--- src/rtl/mix_card_reader_if.sv ---
// Memory store port of the MIX card reader: a word request held until the CPU grants a store.
interface mix_card_reader_if;
    logic        request;
    logic        store;
    logic [11:0] addressout;
    logic [29:0] out;

    modport master (output request, output addressout, output out, input store);
    modport slave  (input request, input addressout, input out, output store);
endinterface

--- src/rtl/mix_card_reader.sv ---
// MIX card reader: UART 8N1 receiver, ASCII to MIX code conversion, 5-char word packing and
// a block writer that stores one BLOCK_WORDS card image through the request/store port.
module mix_card_reader #(
    parameter int unsigned CLKS_PER_BIT = 104,
    parameter int unsigned BLOCK_WORDS  = 16
) (
    input  logic              clk,
    input  logic              reset,
    input  logic              rx,
    input  logic              start,
    input  logic [11:0]       addressin,
    output logic              stop,
    output logic              busy,
    mix_card_reader_if.master mem,
    output logic              frame_err,
    output logic              overrun_err
);
    localparam int unsigned CW = $clog2(CLKS_PER_BIT);
    localparam int unsigned WW = (BLOCK_WORDS > 1) ? $clog2(BLOCK_WORDS) : 1;

    typedef enum logic [1:0] {UIdle, UStart, UData, UStop} uart_e;
    typedef enum logic [1:0] {StIdle, StArmed, StFill} state_e;

    // Returns {is_char, is_lf, code}; CR yields neither flag so it is dropped.
    function automatic logic [7:0] decode(input logic [7:0] b);
        logic [7:0] u;
        logic [5:0] t;
        u = (b >= 8'h61 && b <= 8'h7a) ? b - 8'h20 : b;
        t = 6'd0;
        case (u) inside
            8'h0a:         return 8'h40;
            8'h0d:         return 8'h00;
            [8'h41:8'h49]: t = 6'(u - 8'h40);
            [8'h4a:8'h52]: t = 6'(u - 8'h3f);
            [8'h53:8'h5a]: t = 6'(u - 8'h3d);
            [8'h30:8'h39]: t = 6'(u - 8'h12);
            8'h2e: t = 6'd40;
            8'h2c: t = 6'd41;
            8'h28: t = 6'd42;
            8'h29: t = 6'd43;
            8'h2b: t = 6'd44;
            8'h2d: t = 6'd45;
            8'h2a: t = 6'd46;
            8'h2f: t = 6'd47;
            8'h3d: t = 6'd48;
            8'h24: t = 6'd49;
            8'h3c: t = 6'd50;
            8'h3e: t = 6'd51;
            8'h40: t = 6'd52;
            8'h3b: t = 6'd53;
            8'h3a: t = 6'd54;
            8'h27: t = 6'd55;
            default: t = 6'd0;
        endcase
        return {2'b10, t};
    endfunction

    logic          sync1_q, sync2_q, prev_q;
    uart_e         uart_q, uart_d;
    logic [CW-1:0] cnt_q, cnt_d;
    logic [2:0]    bit_q, bit_d;
    logic [7:0]    sh_q, sh_d;
    logic          byte_vld, frame_set;

    always_comb begin
        uart_d    = uart_q;
        cnt_d     = cnt_q;
        bit_d     = bit_q;
        sh_d      = sh_q;
        byte_vld  = 1'b0;
        frame_set = 1'b0;
        case (uart_q)
            UIdle: if (prev_q && !sync2_q) begin
                uart_d = UStart;
                cnt_d  = '0;
            end
            UStart: if (cnt_q == CW'(CLKS_PER_BIT / 2 - 1)) begin
                cnt_d  = '0;
                bit_d  = 3'd0;
                uart_d = sync2_q ? UIdle : UData;
            end else begin
                cnt_d = cnt_q + CW'(1);
            end
            UData: if (cnt_q == CW'(CLKS_PER_BIT - 1)) begin
                cnt_d = '0;
                sh_d  = {sync2_q, sh_q[7:1]};
                bit_d = bit_q + 3'd1;
                if (bit_q == 3'd7) uart_d = UStop;
            end else begin
                cnt_d = cnt_q + CW'(1);
            end
            UStop: if (cnt_q == CW'(CLKS_PER_BIT - 1)) begin
                cnt_d  = '0;
                uart_d = UIdle;
                if (sync2_q) byte_vld = 1'b1;
                else         frame_set = 1'b1;
            end else begin
                cnt_d = cnt_q + CW'(1);
            end
            default: uart_d = UIdle;
        endcase
    end

    logic [7:0] dec;
    logic       rx_char, rx_lf;
    assign dec     = decode(sh_q);
    assign rx_char = byte_vld & dec[7];
    assign rx_lf   = byte_vld & dec[6];

    state_e          state_q, state_d;
    logic [11:0]     base_q, base_d, addr_q, addr_d;
    logic [WW-1:0]   w_q, w_d;
    logic [2:0]      c_q, c_d;
    logic [29:0]     pack_q, pack_d, out_q, out_d, flush_word;
    logic            req_q, req_d, stop_q, stop_d, ferr_q, ferr_d, oerr_q, oerr_d;
    logic            granted, last_done;

    assign granted   = req_q & mem.store;
    assign last_done = granted && (w_q == WW'(BLOCK_WORDS - 1));

    // Partial word on LF: received chars left-justified, space (0) padding on the right.
    always_comb begin
        flush_word = pack_q;
        case (c_q)
            3'd1:    flush_word = {pack_q[5:0], 24'd0};
            3'd2:    flush_word = {pack_q[11:0], 18'd0};
            3'd3:    flush_word = {pack_q[17:0], 12'd0};
            3'd4:    flush_word = {pack_q[23:0], 6'd0};
            default: flush_word = pack_q;
        endcase
    end

    always_comb begin
        state_d = state_q;
        base_d  = base_q;
        addr_d  = addr_q;
        w_d     = w_q;
        c_d     = c_q;
        pack_d  = pack_q;
        out_d   = out_q;
        req_d   = req_q;
        stop_d  = 1'b0;
        ferr_d  = ferr_q | frame_set;
        oerr_d  = oerr_q;
        if (granted) begin
            req_d = 1'b0;
            w_d   = w_q + WW'(1);
        end
        case (state_q)
            StIdle: if (start) begin
                state_d = StArmed;
                stop_d  = 1'b1;
                base_d  = addressin;
                w_d     = '0;
                c_d     = 3'd0;
                pack_d  = '0;
            end
            StArmed: begin
                if (last_done) begin
                    state_d = StIdle;
                end else if (rx_char) begin
                    if (c_q == 3'd4) begin
                        pack_d = '0;
                        c_d    = 3'd0;
                        if (req_q) begin
                            oerr_d = 1'b1;
                        end else begin
                            req_d  = 1'b1;
                            out_d  = {pack_q[23:0], dec[5:0]};
                            addr_d = base_q + 12'(w_q);
                        end
                    end else begin
                        pack_d = {pack_q[23:0], dec[5:0]};
                        c_d    = c_q + 3'd1;
                    end
                end else if (rx_lf) begin
                    state_d = StFill;
                    pack_d  = '0;
                    c_d     = 3'd0;
                    if (c_q != 3'd0) begin
                        if (req_q) begin
                            oerr_d = 1'b1;
                        end else begin
                            req_d  = 1'b1;
                            out_d  = flush_word;
                            addr_d = base_q + 12'(w_q);
                        end
                    end
                end
            end
            StFill: begin
                if (last_done) begin
                    state_d = StIdle;
                end else if (!req_q) begin
                    req_d  = 1'b1;
                    out_d  = '0;
                    addr_d = base_q + 12'(w_q);
                end
            end
            default: state_d = StIdle;
        endcase
    end

    always_ff @(posedge clk or negedge reset) begin
        if (!reset) begin
            sync1_q <= 1'b1;
            sync2_q <= 1'b1;
            prev_q  <= 1'b1;
            uart_q  <= UIdle;
            cnt_q   <= '0;
            bit_q   <= 3'd0;
            sh_q    <= 8'd0;
            state_q <= StIdle;
            base_q  <= 12'd0;
            addr_q  <= 12'd0;
            w_q     <= '0;
            c_q     <= 3'd0;
            pack_q  <= '0;
            out_q   <= '0;
            req_q   <= 1'b0;
            stop_q  <= 1'b0;
            ferr_q  <= 1'b0;
            oerr_q  <= 1'b0;
        end else begin
            sync1_q <= rx;
            sync2_q <= sync1_q;
            prev_q  <= sync2_q;
            uart_q  <= uart_d;
            cnt_q   <= cnt_d;
            bit_q   <= bit_d;
            sh_q    <= sh_d;
            state_q <= state_d;
            base_q  <= base_d;
            addr_q  <= addr_d;
            w_q     <= w_d;
            c_q     <= c_d;
            pack_q  <= pack_d;
            out_q   <= out_d;
            req_q   <= req_d;
            stop_q  <= stop_d;
            ferr_q  <= ferr_d;
            oerr_q  <= oerr_d;
        end
    end

    assign stop           = stop_q;
    assign busy           = (state_q != StIdle);
    assign mem.request    = req_q;
    assign mem.addressout = addr_q;
    assign mem.out        = out_q;
    assign frame_err      = ferr_q;
    assign overrun_err    = oerr_q;
endmodule

--- src/flat_wrapper.sv ---
// flat-port wrapper written by rule: the top's interface ports become plain ports
module mix_card_reader_flat 
#(
    parameter int unsigned CLKS_PER_BIT = 104,
    parameter int unsigned BLOCK_WORDS  = 16
)
  (clk, reset, rx, start, addressin, stop, busy, frame_err, overrun_err, mem_request, mem_addressout, mem_out, mem_store);
  mix_card_reader_if mem_i ();
  input  logic clk;
  input  logic reset;
  input  logic rx;
  input  logic start;
  input  logic [11:0] addressin;
  output logic stop;
  output logic busy;
  output logic frame_err;
  output logic overrun_err;
  output wire logic [$bits(mem_i.request)-1:0] mem_request;
  output wire logic [$bits(mem_i.addressout)-1:0] mem_addressout;
  output wire logic [$bits(mem_i.out)-1:0] mem_out;
  input wire logic [$bits(mem_i.store)-1:0] mem_store;
  assign mem_request = mem_i.request;
  assign mem_addressout = mem_i.addressout;
  assign mem_out = mem_i.out;
  assign mem_i.store = mem_store;
  mix_card_reader #(.CLKS_PER_BIT(CLKS_PER_BIT), .BLOCK_WORDS(BLOCK_WORDS)) u_core (.clk(clk), .reset(reset), .rx(rx), .start(start), .addressin(addressin), .stop(stop), .busy(busy), .mem(mem_i), .frame_err(frame_err), .overrun_err(overrun_err));
endmodule
--- config.mk ---
export PLATFORM = sky130hd
export DESIGN_NAME = mix_card_reader_flat
export DESIGN_NICKNAME = d
export VERILOG_FILES = /design/src/rtl/mix_card_reader_if.sv /design/src/rtl/mix_card_reader.sv /design/src/flat_wrapper.sv
export SDC_FILE = /design/constraint.sdc
export NUM_CORES = 1
export LEC_CHECK = 0
export BUFFER_PORTS_ARGS = -buffer_cell sky130_fd_sc_hd__buf_4
export CAP_MARGIN = 20
export CORE_MARGIN = 2
export CORE_UTILIZATION = 35
export DETAILED_ROUTE_END_ITERATION = 16
export PLACE_DENSITY = 0.63
export REMOVE_ABC_BUFFERS = 1
export SLEW_MARGIN = 30
export SYNTH_ARGS = -nofsm -noshare
export SYNTH_HDL_FRONTEND = slang
export SYNTH_SLANG_ARGS = --single-unit
--- constraint.sdc ---
create_clock -name clk -period 4.95 [get_ports clk]
set_input_delay 0.7425 -clock clk [delete_from_list [all_inputs] [get_ports clk]]
set_output_delay 0.7425 -clock clk [all_outputs]
set_load 0.01 [all_outputs]
Yosys cells after proc, flatten, opt, wreduce, memory -nomap -nowiden
Index checks and enable logic that the tools add are counted.
{ "totals": {"ff_bits": 120, "out_inout_bits": 47} }
{ "classes": {"add_sub_neg": 10, "n_lt_le_gt_ge": 10, "n_eq_ne": 49, "muxes": 104, "n_bitwise": 5, "reduce_logical": 27} }
{ "ops": {"columns": ["cell", "n"], "rows": [
  ["$mux W30", 14],
  ["$mux W6", 22],
  ["$eq A8 B6 Y1 const B", 15],
  ["$pmux W30 S2", 2],
  ["$pmux W30 S4", 1],
  ["$mux W12", 7],
  ["$ge A8 B7 Y1 const B", 4],
  ["$le A8 B7 Y1 const B", 4],
  ["$mux W8", 4],
  ["$pmux W12 S2", 1],
  ["$mux W1", 23],
  ["$mux W2", 11],
  ["$mux W3", 7],
  ["$mux W7", 3],
  ["$pmux W7 S3", 1],
  ["$eq A8 B4 Y1 const B", 2],
  ["$add A12 B4 Y12", 1],
  ["$mux W4", 3],
  ["$ne A2 B1 Y1 const B", 6],
  ["$ne A3 B3 Y1 const B", 4],
  ["$pmux W3 S2", 2],
  ["$reduce_bool A2 Y1", 6],
  ["$sub A6 B6 Y6 const B", 2],
  ["$ne A2 B2 Y1 const B", 5],
  ["other kinds (35)", 55]
]} }

Depth between registers and ports, before layout
Gate-level depths: netlist (run 1).
{ "depth": {"depth_word": 32, "mapped_depth": 13} }

Worst setup path after synthesis (run 1)
No wires, ideal clock.
{ "synth_timing": {"path_type": "register to register", "from": "register u_core.sh_q[1]", "to": "register u_core.out_q[2], in the netlist u_core.mem.out[2]", "setup_ns": 0.074, "arrival_ns": 3.261, "required_time_ns": 4.876, "path_slack_ns": 1.615, "stages_incl_launch_ff": 13, "n_path_buf": 2, "period_less_slack_ns": 3.335, "cell_sequence": "dfrtp_1 -> inv_1 -> ha_1 -> buf_6 -> or4b_4 -> o22a_4 -> a2111oi_4 -> a41o_1 -> a32oi_2 -> a21o_4 -> nand2b_4 -> buf_6 -> o21ai_2"} }
{ "synth_between": {"elab_chain_len": 32, "word_cells_on_any_way": 78} }
{ "synth_rtl": {"columns": ["item", "line", "source"], "rows": [
  ["from (decl)", "mix_card_reader.sv:62", "logic [7:0] sh_q, sh_d;"],
  ["from (signal assigned)", "mix_card_reader.sv:212", "sh_q <= 8'd0;"],
  ["from (signal assigned)", "mix_card_reader.sv:231", "sh_q <= sh_d;"],
  ["$ge A8 B7 Y1 or $le A8 B7 Y1 (tied branches)", "mix_card_reader.sv:28", "u = (b >= 8'h61 && b <= 8'h7a) ? b - 8'h20 : b;"],
  ["$logic_and A1 B1 Y1", "mix_card_reader.sv:28", null],
  ["$mux W8 *", "mix_card_reader.sv:28", null],
  ["$eq A8 B6 Y1", "mix_card_reader.sv:106", "assign dec = decode(sh_q);"],
  ["$mux W6 (22 in series)", "mix_card_reader.sv:30", "case (u) inside"],
  ["$mux W8 *", "mix_card_reader.sv:55", "return {2'b10, t};"],
  ["$mux W30", "mix_card_reader.sv:165", "if (req_q) begin"],
  ["$mux W30", "mix_card_reader.sv:162", "if (c_q == 3'd4) begin"],
  ["$mux W30", "mix_card_reader.sv:161", "end else if (rx_char) begin"],
  ["$mux W30", "mix_card_reader.sv:159", "if (last_done) begin"],
  ["$pmux W30 S2", "mix_card_reader.sv:149", "case (state_q)"],
  ["to (signal assigned)", "mix_card_reader.sv:238", "out_q <= out_d;"],
  ["to (decl)", "mix_card_reader.sv:114", "logic [29:0] pack_q, pack_d, out_q, out_d, flush_word;"]
]} }
Every way passes the cells marked *; elsewhere a longest branch is shown, timed or not. The select of a mux whose other input is x is not followed.
A chain may end at the register's enable or synchronous reset.

Worst setup path after layout (run 1)
{ "layout_timing": {"from": "register u_core.sh_q[1]", "to": "register u_core.out_q[5], in the netlist u_core.mem.out[5]"} }
Same word-level chain as after synthesis.

==> metrics.md, run 1 <==
| Metric | Value |
|---|---|
| Worst Path Max Fanout | 41 |
| Setup TNS | 0 ps |
| Maxcap violations | 0 |
| Routability cong. | ~0.9 |
| Initial DRC Count | 401 |
| Core area | 0.0197 mm2 |
| CP arrival | ~4400 ps |
| Syn avg cell area | 9.57 um2 |
| Final ANT Viol Nets | 0 |
| Combinational share of power | 13.6% |
| Slew Limit Headroom | 44.3% |
| Req. time, crit path | roughly 5200 ps |
| Clock Latency Late Sink | 420 ps |
| Most frequent cell after synthesis | dfrtp_1 |
| Clock-pin slew on the worst setup and hold paths | 60 ps |
| Post-CTS Repair Setup Buffers | 0 |
| Final Hold Viols | 0 |
| H-tree depth | 4 |
| Number of synthesized flops with an enable pin | 0 |
| Maximum clock rate | 241 MHz |
| Status | finished, final reports clean |
| Sw Share | around 27% |
| Cell taking the most area after synthesis | dfrtp_1 |
| Initial antenna violation count | 0 |
| CTS Buffer Depth | 2 |
| Placed cells | 1,031 |
| Die H | around 150 um |
| Post-synth top cells | dfrtp_1, nand2_1, nor2_1 |
| Power density over the cells | 325 mW/mm2 |
| WL final | 17.5 mm |
| Largest net degree at the start of global routing | 57 |
| Total GRT Usage | between 10% and 20% |
| Final Cycle Share | between 80% and 90% |
| Crit-path max cell delay | 610 ps |
| Non-Filler Instances | 1,063 |
| NumNets Final | 834 |
| First-pass GRT wire length | ~29 mm |
| Post-route minimum period | 4150 ps |
| Resize count post-CTS | 0 |
| Clock Tree Root | clkbuf_16 |
| Hold crit path type | input pin to async pin |
| Vias in the first global route | 5,571 |
| Register area | 0.00301 mm2 |
| Setup Crit Path Kind | flip-flop to flip-flop |
| Synth cell types | slightly above 80 |
| Total internal power | just under 2 mW |
| Design Area, Final | about 0.0083 mm2 |
| FP Rows | 51 |
| Overflow after GRT | 0 |
| Flop pwr share | between 40% and 50% |
| DR pass1 iterations | 8 |
| Critical-path top delay cell | or4b_4 |
| PortBufs | 63 |
| Area of the multi-input gates | approximately 0.0037 mm2 |
| CTS sink cnt | 120 |
| Detailed Place HPWL | 11.8 mm |
| Layout Skew | 10.7 ps |
| Vias after detailed routing | 5,872 |
| Register area share after synthesis | between 40% and 50% |
| Die area | 0.0213 mm2 |
| Clock power share | 45.9% |
| Remaining DRCs | 0 |
| Post-Syn Area | 0.00706 mm2 |
| Max-slew violation count | 0 |
| Starting Density | between 30 and 40% |
| Kind of start point of the critical path | flip-flop |
| Register bit count reported by yosys | 120 |
| Number of CTS-inserted buffers | 17 |
| Synthesis-to-layout area growth | 17.9% |
| Via density | around 5.5 |
| I/O pin count | 64 |
| Hold Buf Count CTS | 0 |
| Area share of the largest cell type after synthesis | between 40% and 50% |
| CP Capture Type | flip-flop |
| Syn. warnings | 0 |
| Leakage | around 3.7 nW |
| Final core occ | 42.4% |
| Top post-synthesis cells by area | dfrtp_1, ha_1, nand2_1 |
| Synthesized instance count | 738 |
| Avg WL per Cell | between 15 and 20 um |
| Placed instance area | around 0.0077 mm2 |
| Switching power | ~0.74 mW |
| Clock tree from TritonCTS | done |
| Synth Flop Type | dfrtp_1 |
| Slew @ Worst Pin | 835 ps |
| Die X | 146 um |
| Diode count | 0 |
| Share of layout cells above drive strength 1 | 21.1% |
| Fraction of registers with async set/reset | 100% |
| Final setup vio count | 0 |
| CP Cell Sequence | inv_1 > ha_1 > or4b_4 > o22a_4 > a2111oi_4 > nand3_1 > a32oi_2 > a21o_4 > nand2b_4 > o21ai_2 |
| Fillers | between 1,500 and 2,000 |
| Peak VDD IR | between 0.0002 and 0.0003 V |
| RSZ-0062 raised after global routing | false |
[cell usage in the layout, fill, tap and decap left out, types with 5 or more instances in the layout]
cell and instances:
buf_4 73, xnor2_1 8, dfrtp_1 117, xor2_1 9, a31oi_1 6, clkinv_2 5, o21ai_0 37, o21ai_2 20
a22o_1 33, and3_1 5, inv_1 27, nor3_1 11, mux2_2 17, or2_2 5, a21oi_1 51, ha_1 31
nand3_1 22, a222oi_1 6, o211ai_1 5, a32o_1 8, nor2b_1 6, a22oi_1 14, a221oi_1 10, clkbuf_16 17
nor2_1 52, nand2_1 87, a211oi_1 5, o31ai_1 12
[layer usage]
metal	share of wire [%]	GRT usage [%]	vias to the layer above
li1	-	-	2841
met1	48	23.6	2847
met2	46	25.7	172
met3	5.6	4.16	12
met4	0.82	3.79	0
met5	0	0	-
[cells by family after synthesis]
logic type      share of synthesized area (%)
flops                                    42.6
compound gates                           27.2
fa+ha+maj                                5.77
mux                                      3.13
buf+inv                                  4.45
xor+xnor                                 2.11
simple gates                             14.8
[power by group through the flow]
| stage | Clock (mW) | Sequential [mW] | Combinational, mW |
|---|---|---|---|
| finish | 1.24 | 1.09 | 0.368 |
| global route | 1.31 | 1.10 | 0.420 |
| CTS | 1.26 | 1.09 | 0.369 |
| detailed placement | 0 | 1.11 | 0.366 |
| global placement | 0 | 1.11 | 0.362 |
| floorplan | 0 | 1.10 | 0.244 |
[critical path, delay by kind of cell (launching register included)]
family	cells	cell delay (ps)
and+or+nand+nor	3	1220
AOI/OAI and AO/OA	5	1640
buffers and inverters	1	230
adders and majority gates	1	340
DFF	1	560
[state kept, by name, indices dropped and copies added, names as in the netlist, 2 cells and up, named ones only]
name	count
u_core.base_q	12
u_core.bit_q	3
u_core.c_q	3
u_core.cnt_q	7
u_core.mem.addressout	12
u_core.mem.out	30
u_core.pack_q	30
u_core.sh_q	8
u_core.state_q	2
u_core.w_q	4
[final timing paths]
path	startpoint	to	slack, ps	cells after the start
max	u_core.sh_q[1]	u_core.mem.out[5]	800	10
min in group clk	u_core.sync1_q	u_core.sync2_q	360	0
min reg2reg	u_core.sync1_q	u_core.sync2_q	360	0
min	reset	u_core.mem.out[8]	360	1
max reg2reg	u_core.sh_q[1]	u_core.mem.out[5]	800	10
max in group asynchronous	reset	u_core.mem.out[12]	3660	2
[cell type report]
cell class	count	share of cell area [%]
flip-flops and latches	120	36.1
inverters	28	1.26
clock inverters	13	1.85
repair buffers	73	6.58
multi-input cells	545	45.0
clock buffers	19	5.20
well taps	265	3.98
[metrics by stage]
step	power, mW	hold WS (ps)	setup slack [ps]
3_3_place_gp	1.47	348	928
5_1_grt	2.84	358	566
6_report	2.70	356	804
3_5_place_dp	1.48	348	853
4_1_cts	2.72	357	827
2_1_floorplan	1.34	345	1130
(Power assumes the default switching activity.)
==> inputs of run 2 (changes only) <==
- PLACE_DENSITY: 0.63 -> 0.65
- clock period: 4.95 -> 3.8 ns (I/O delays scaled with it)
==> run 2 against run 1 <==
Net effect: sequential cell count stayed put; combinational power is 32% higher; register-to-register slack worse by 560 ps; worst hold slack worse by 190 ps; clock power is 31% higher; critical endpoint is now u_core.mem.out[4]; global-route usage is 0.20 points lower; clock-buffer cell count is 5 higher; highest routed layer unchanged; first-iteration DRC count is 14% higher.
==> metrics.md, run 2 (same netlist as run 1, synthesis figures left out) <==
| Metric | Value |
|---|---|
| Status | finished, final reports clean (unchanged) |
| Synthesis-to-layout area growth | 19.9% (was 17.9%) |
| Total GRT Usage | 16.4% (was 16.6%) |
| Core area | 0.0197 mm2 (unchanged) |
| Maximum clock rate | 281 MHz (was 241 MHz) |
| FP Rows | 51 (unchanged) |
| DR top layer | met4 (unchanged) |
| Final Hold Viols | 0 (unchanged) |
| Hold crit path type | input pin to async pin (unchanged) |
| CP Capture Type | flip-flop (unchanged) |
| Met3 wire length | 907 um (was 983 um) |
| Initial antenna violation count | 0 (unchanged) |
| Maxcap violations | 0 (unchanged) |
| Final Cycle Share | 93.5% (was 83.8%) |
| Final ANT Viol Nets | 0 (unchanged) |
| Clock Tree Root | clkbuf_16 (unchanged) |
| Slew Limit Headroom | 34.4% (was 44.3%) |
| Vias in the first global route | 5,517 (was 5,571) |
| PortBufs | 63 (unchanged) |
| RSZ-0062 raised after global routing | false (unchanged) |
| Leakage | 3.78 nW (was 3.69 nW) |
| DR pass1 iterations | 5 (was 8) |
| Avg WL per Cell | 16.1 um (was 16.4 um) |
| Routed length on met1 | 8.35 mm (was 8.33 mm) |
| Commonest cells after routing, fill and taps aside | dfrtp_1, nand2_1, buf_4, nor2_1, a21oi_1 (unchanged) |
| Final setup vio count | 0 (unchanged) |
| Req. time, crit path | 4140 ps (was 5240 ps) |
| Number of CTS-inserted buffers | 17 (unchanged) |
| Peak VDD IR | 0.000335 V (was 0.000251 V) |
| Commonest non-fill, non-tap cell in the layout | dfrtp_1 (unchanged) |
| Met2 WL | 7.88 mm (was 8.00 mm) |
| CTS Buffer Depth | 2 (unchanged) |
| Tot Pwr | 3.54 mW (was 2.70 mW) |
| Fillers | 1,964 (was 1,941) |
| First-pass GRT wire length | 29.1 mm (was 29.2 mm) |
| CTS sink cnt | 120 (unchanged) |
| Post-Place Worst Slack | 175 ps (was 853 ps) |
| Setup TNS | 0 ps (unchanged) |
| Die X | 146 um (unchanged) |
| Largest net degree at the start of global routing | 75 (was 57) |
| Detailed Place HPWL | 11.7 mm (was 11.8 mm) |
| Worst Path Max Fanout | 10 (was 41) |
| Post-route minimum period | 3550 ps (was 4150 ps) |
| Via density | 5.52 (about the same) |
| Diode count | 0 (unchanged) |
| Max-slew violation count | 0 (unchanged) |
| Routability cong. | 0.864 (was 0.897) |
| Die H | 146 um (unchanged) |
| Remaining DRCs | 0 (unchanged) |
| Share of layout cells above drive strength 1 | 21.9% (was 21.1%) |
| I/O pin count | 64 (unchanged) |
| Power density over the cells | 418 mW/mm2 (was 325 mW/mm2) |
| Final core occ | 43.1% (was 42.4%) |
| Overflow after GRT | 0 (unchanged) |
| Slew @ Worst Pin | 982 ps (was 835 ps) |
| CP arrival | 3890 ps (was 4430 ps) |
| Starting Density | 35.9% (unchanged) |
| Clock Latency Late Sink | 410 ps (was 420 ps) |
| Clock tree from TritonCTS | done (unchanged) |
| WL final | 17.3 mm (was 17.5 mm) |
| NumNets Final | 848 (was 834) |
| H-tree depth | 4 (unchanged) |
| Layout Skew | 12.9 ps (was 10.7 ps) |
| Kind of start point of the critical path | flip-flop (unchanged) |
| Initial DRC Count | 457 (was 401) |
| Clock-pin slew on the worst setup and hold paths | 60 ps (about the same) |
| Die area | 0.0213 mm2 (unchanged) |
| Final WS setup | 247 ps (was 804 ps) |
| Vias after detailed routing | 5,942 (was 5,872) |
| Setup Crit Path Kind | flip-flop to flip-flop (unchanged) |
## run 2: cell types whose count changed in the layout (fill, tap and decap cells not counted), moves of 2 or more
cell        change
clkbuf_8        +2
buf_12          +2
clkinvlp_4      -2
buf_4          +11
clkinv_2        -3
clkbuf_1        +3
## run 2: metrics by stage
step / hold slack [ps] / cells / area (um2)
finish: 169 / 1077 / 8470
global route: 215 / 1077 / 8470
CTS: 185 / 1075 / 8450
detailed placement: 352 / 1043 / 7850
global placement: 355 / 1043 / 7850
floorplan: 274 / 693 / 6860
## run 2: final timing paths
kind	end	from	depth (start not counted)	slack, ps
max	u_core.mem.out[4]	u_core.sh_q[0]	9	250
min	u_core.mem.out[17]	reset	1	170
max reg2reg	u_core.mem.out[4]	u_core.sh_q[0]	9	250
min reg2reg	u_core.sync2_q	u_core.sync1_q	0	370
max in group asynchronous	u_core.prev_q	reset	2	2790
min in group clk	u_core.sync1_q	rx	1	260
## run 2: worst max-delay path, stage by stage, from the launching register on
cell	delay [ps]
dfrtp_1	470
inv_1	190
ha_1	290
or4b_4	530
o22a_4	260
a2111o_1	470
o311ai_0	500
a221oi_1	210
o311ai_0	370
a22o_1	190
## run 2: repair_timing
| action | in CTS | in global routing |
|---|---|---|
| endpoints found under the setup margin | 0 | 37 |
| gates resized for setup | 0 | 2 |
| buffers inserted | 0 | 2 |
| hold buffers | 0 | 0 |
## run 2: cell type report
type                       instances  area, um2  area share, %
timing repair buffer              87        682           8.05
multi-input combinational        545       3750           44.3
inverter                          28        105           1.24
tap                              265        332           3.91
sequential                       120       3010           35.5
clock buffer                      24        472           5.57
clock inverter                     8        124           1.46
## run 2: per-layer routing
metal	up-vias	GRT usage [%]
met3	15	3.19
li1	2870	-
met1	2873	24.3
met4	0	4.03
met5	-	0
met2	184	24.7
## run 2: report_power, final
group          total (mW)  internal, mW  switching [mW]
logic               0.485         0.186           0.299
clock network        1.63          1.07           0.568
registers            1.43          1.35          0.0716
==> inputs of run 3 (changes only) <==
- GPL_TIMING_DRIVEN: default -> 0
- PLACE_DENSITY: 0.65 -> default
- PLACE_DENSITY_LB_ADDON: default -> 0.1
==> run 3 against run 2 <==
Net effect: setup slack lost 110 ps; sequential cell count is the same; fmax shrank 2.9%; largest power group unchanged; highest routed layer unchanged.
==> metrics.md, run 3 (same netlist as run 1, synthesis figures left out) <==
| Metric | Value |
|---|---|
| Initial DRC Count | 364 (was 457) |
| Fillers | 1,965 (was 1,964) |
| Starting Density | 35.9% (unchanged) |
| CP arrival | 4000 ps (was 3890 ps) |
| Detailed Place HPWL | 12.0 mm (was 11.7 mm) |
| Avg WL per Cell | 18.0 um (was 16.1 um) |
| H-tree depth | 4 (unchanged) |
| Clock Tree Root | clkbuf_16 (unchanged) |
| Design Area, Final | 0.00847 mm2 (unchanged) |
| Hold crit path type | input pin to async pin (unchanged) |
| Remaining DRCs | 0 (unchanged) |
| Vias after detailed routing | 6,033 (was 5,942) |
| PortBufs | 63 (unchanged) |
| Synthesis-to-layout area growth | 19.9% (unchanged) |
| Diode count | 0 (unchanged) |
| Post-route minimum period | 3660 ps (was 3550 ps) |
| Status | finished, final reports clean (unchanged) |
| Peak VDD IR | 0.000376 V (was 0.000335 V) |
| Worst Path Max Fanout | 22 (was 10) |
| Die area | 0.0213 mm2 (unchanged) |
| Kind of start point of the critical path | flip-flop (unchanged) |
| Share of layout cells above drive strength 1 | 23.1% (was 21.9%) |
| Final ANT Viol Nets | 0 (unchanged) |
| Core area | 0.0197 mm2 (unchanged) |
| Final core occ | 43.1% (unchanged) |
| Commonest non-fill, non-tap cell in the layout | dfrtp_1 (unchanged) |
| R2R depth | 10 (was 9) |
| FP Rows | 51 (unchanged) |
| Largest net degree at the start of global routing | 65 (was 75) |
| CTS sink cnt | 120 (unchanged) |
| Vias in the first global route | 5,937 (was 5,517) |
| Clock-pin slew on the worst setup and hold paths | 60 ps (about the same) |
| Number of CTS-inserted buffers | 17 (unchanged) |
| Final Cycle Share | 96.3% (was 93.5%) |
| DR pass1 iterations | 7 (was 5) |
| I/O pin count | 64 (unchanged) |
| Maximum clock rate | 273 MHz (was 281 MHz) |
| Clock tree from TritonCTS | done (unchanged) |
| Max-slew violation count | 0 (unchanged) |
| Setup Crit Path Kind | flip-flop to flip-flop (unchanged) |
| Placed instance area | 0.00773 mm2 (was 0.00785 mm2) |
| Slew @ Worst Pin | 965 ps (was 982 ps) |
| Die H | 146 um (unchanged) |
| Clock Latency Late Sink | 420 ps (was 410 ps) |
| Total GRT Usage | 18.3% (was 16.4%) |
| NumNets Final | 838 (was 848) |
| First-pass GRT wire length | 31.7 mm (was 29.1 mm) |
| Final setup vio count | 0 (unchanged) |
| Slew Limit Headroom | 35.6% (was 34.4%) |
| Overflow after GRT | 0 (unchanged) |
| Die X | 146 um (unchanged) |
| Power density over the cells | 413 mW/mm2 (was 418 mW/mm2) |
| Leakage | 3.74 nW (was 3.78 nW) |
| CP Capture Type | flip-flop (unchanged) |
| WL final | 19.2 mm (was 17.3 mm) |
| Via density | 5.65 (was 5.52) |
| Final Hold Viols | 0 (unchanged) |
| Initial antenna violation count | 0 (unchanged) |
| CTS Buffer Depth | 2 (unchanged) |
| Maxcap violations | 0 (unchanged) |
| Routability cong. | 0.849 (was 0.864) |
| Commonest cells after routing, fill and taps aside | dfrtp_1, nand2_1, buf_4, a21oi_1, nor2_1 (was dfrtp_1, nand2_1, buf_4, nor2_1, a21oi_1) |
| Layout Skew | 9.95 ps (was 12.9 ps) |
| Req. time, crit path | 4140 ps (about the same) |
[run 3: per-stage QoR]
stage / std cells / worst slack (ps) / hold WS, ps / power [mW] / setup TNS, ps
after global routing: 1067 / -2.04 / 117 / 3.67 / -2.04
after global placement: 1021 / -1550 / 349 / 1.90 / -76500
final: 1067 / 140 / 84.8 / 3.50 / 0
after detailed placement: 1023 / -670 / 347 / 1.93 / -31600
after floorplan: 693 / -18.0 / 274 / 1.75 / -18.0
after CTS: 1062 / 24.4 / 88.5 / 3.54 / 0
[run 3: worst paths after layout]
| check | startpoint | end | slack [ps] |
|---|---|---|---|
| min reg2reg | u_core.sync1_q | u_core.sync2_q | 350 |
| min in group clk | rx | u_core.sync1_q | 260 |
| max in group asynchronous | reset | u_core.prev_q | 2980 |
| max reg2reg | u_core.sh_q[1] | u_core.mem.out[2] | 140 |
| min | reset | u_core.pack_q[2] | 80 |
| max | u_core.sh_q[1] | u_core.mem.out[2] | 140 |
[run 3: critical path: stages (launching register included)]
cell and delay [ps]:
dfrtp_2 420, clkinvlp_4 190, ha_2 290, or4b_4 590, o22a_4 260, a2111oi_4 480
a31oi_2 230, a21o_1 310, a21o_4 350, nand2b_4 280, o21ai_2 170
[run 3: what timing repair did]
item | in CTS | in global routing
pin swaps | 3 | 4
endpoints found under the setup margin | 75 | 64
resized for setup | 8 | 8
buffers inserted | 5 | 4
cloned | 2 | 1
hold buffers | 0 | 0
[run 3: per-layer routing]
layer | GRT usage [%] | up-vias | wire [um]
met1 | 25.1 | 2961 | 9130
met4 | 5.87 | 0 | 322
met2 | 28.6 | 195 | 8800
met3 | 4.25 | 24 | 977
met5 | 0 | - | 0
li1 | - | 2853 | -
[run 3: layout make-up]
cell class | count | area (um2) | area share, %
Multi-Input combinational cell | 548 | 3840 | 45.4
Clock buffer | 18 | 429 | 5.07
Sequential cell | 120 | 3010 | 35.6
Timing Repair Buffer | 74 | 603 | 7.12
Inverter | 28 | 109 | 1.29
Tap cell | 265 | 332 | 3.91
Clock inverter | 14 | 143 | 1.68
[run 3: report_power, final]
part           total (mW)  switching (mW)  internal (mW)
Clock                1.58           0.661          0.917
Combinational       0.498           0.307          0.191
Sequential           1.42          0.0692           1.35
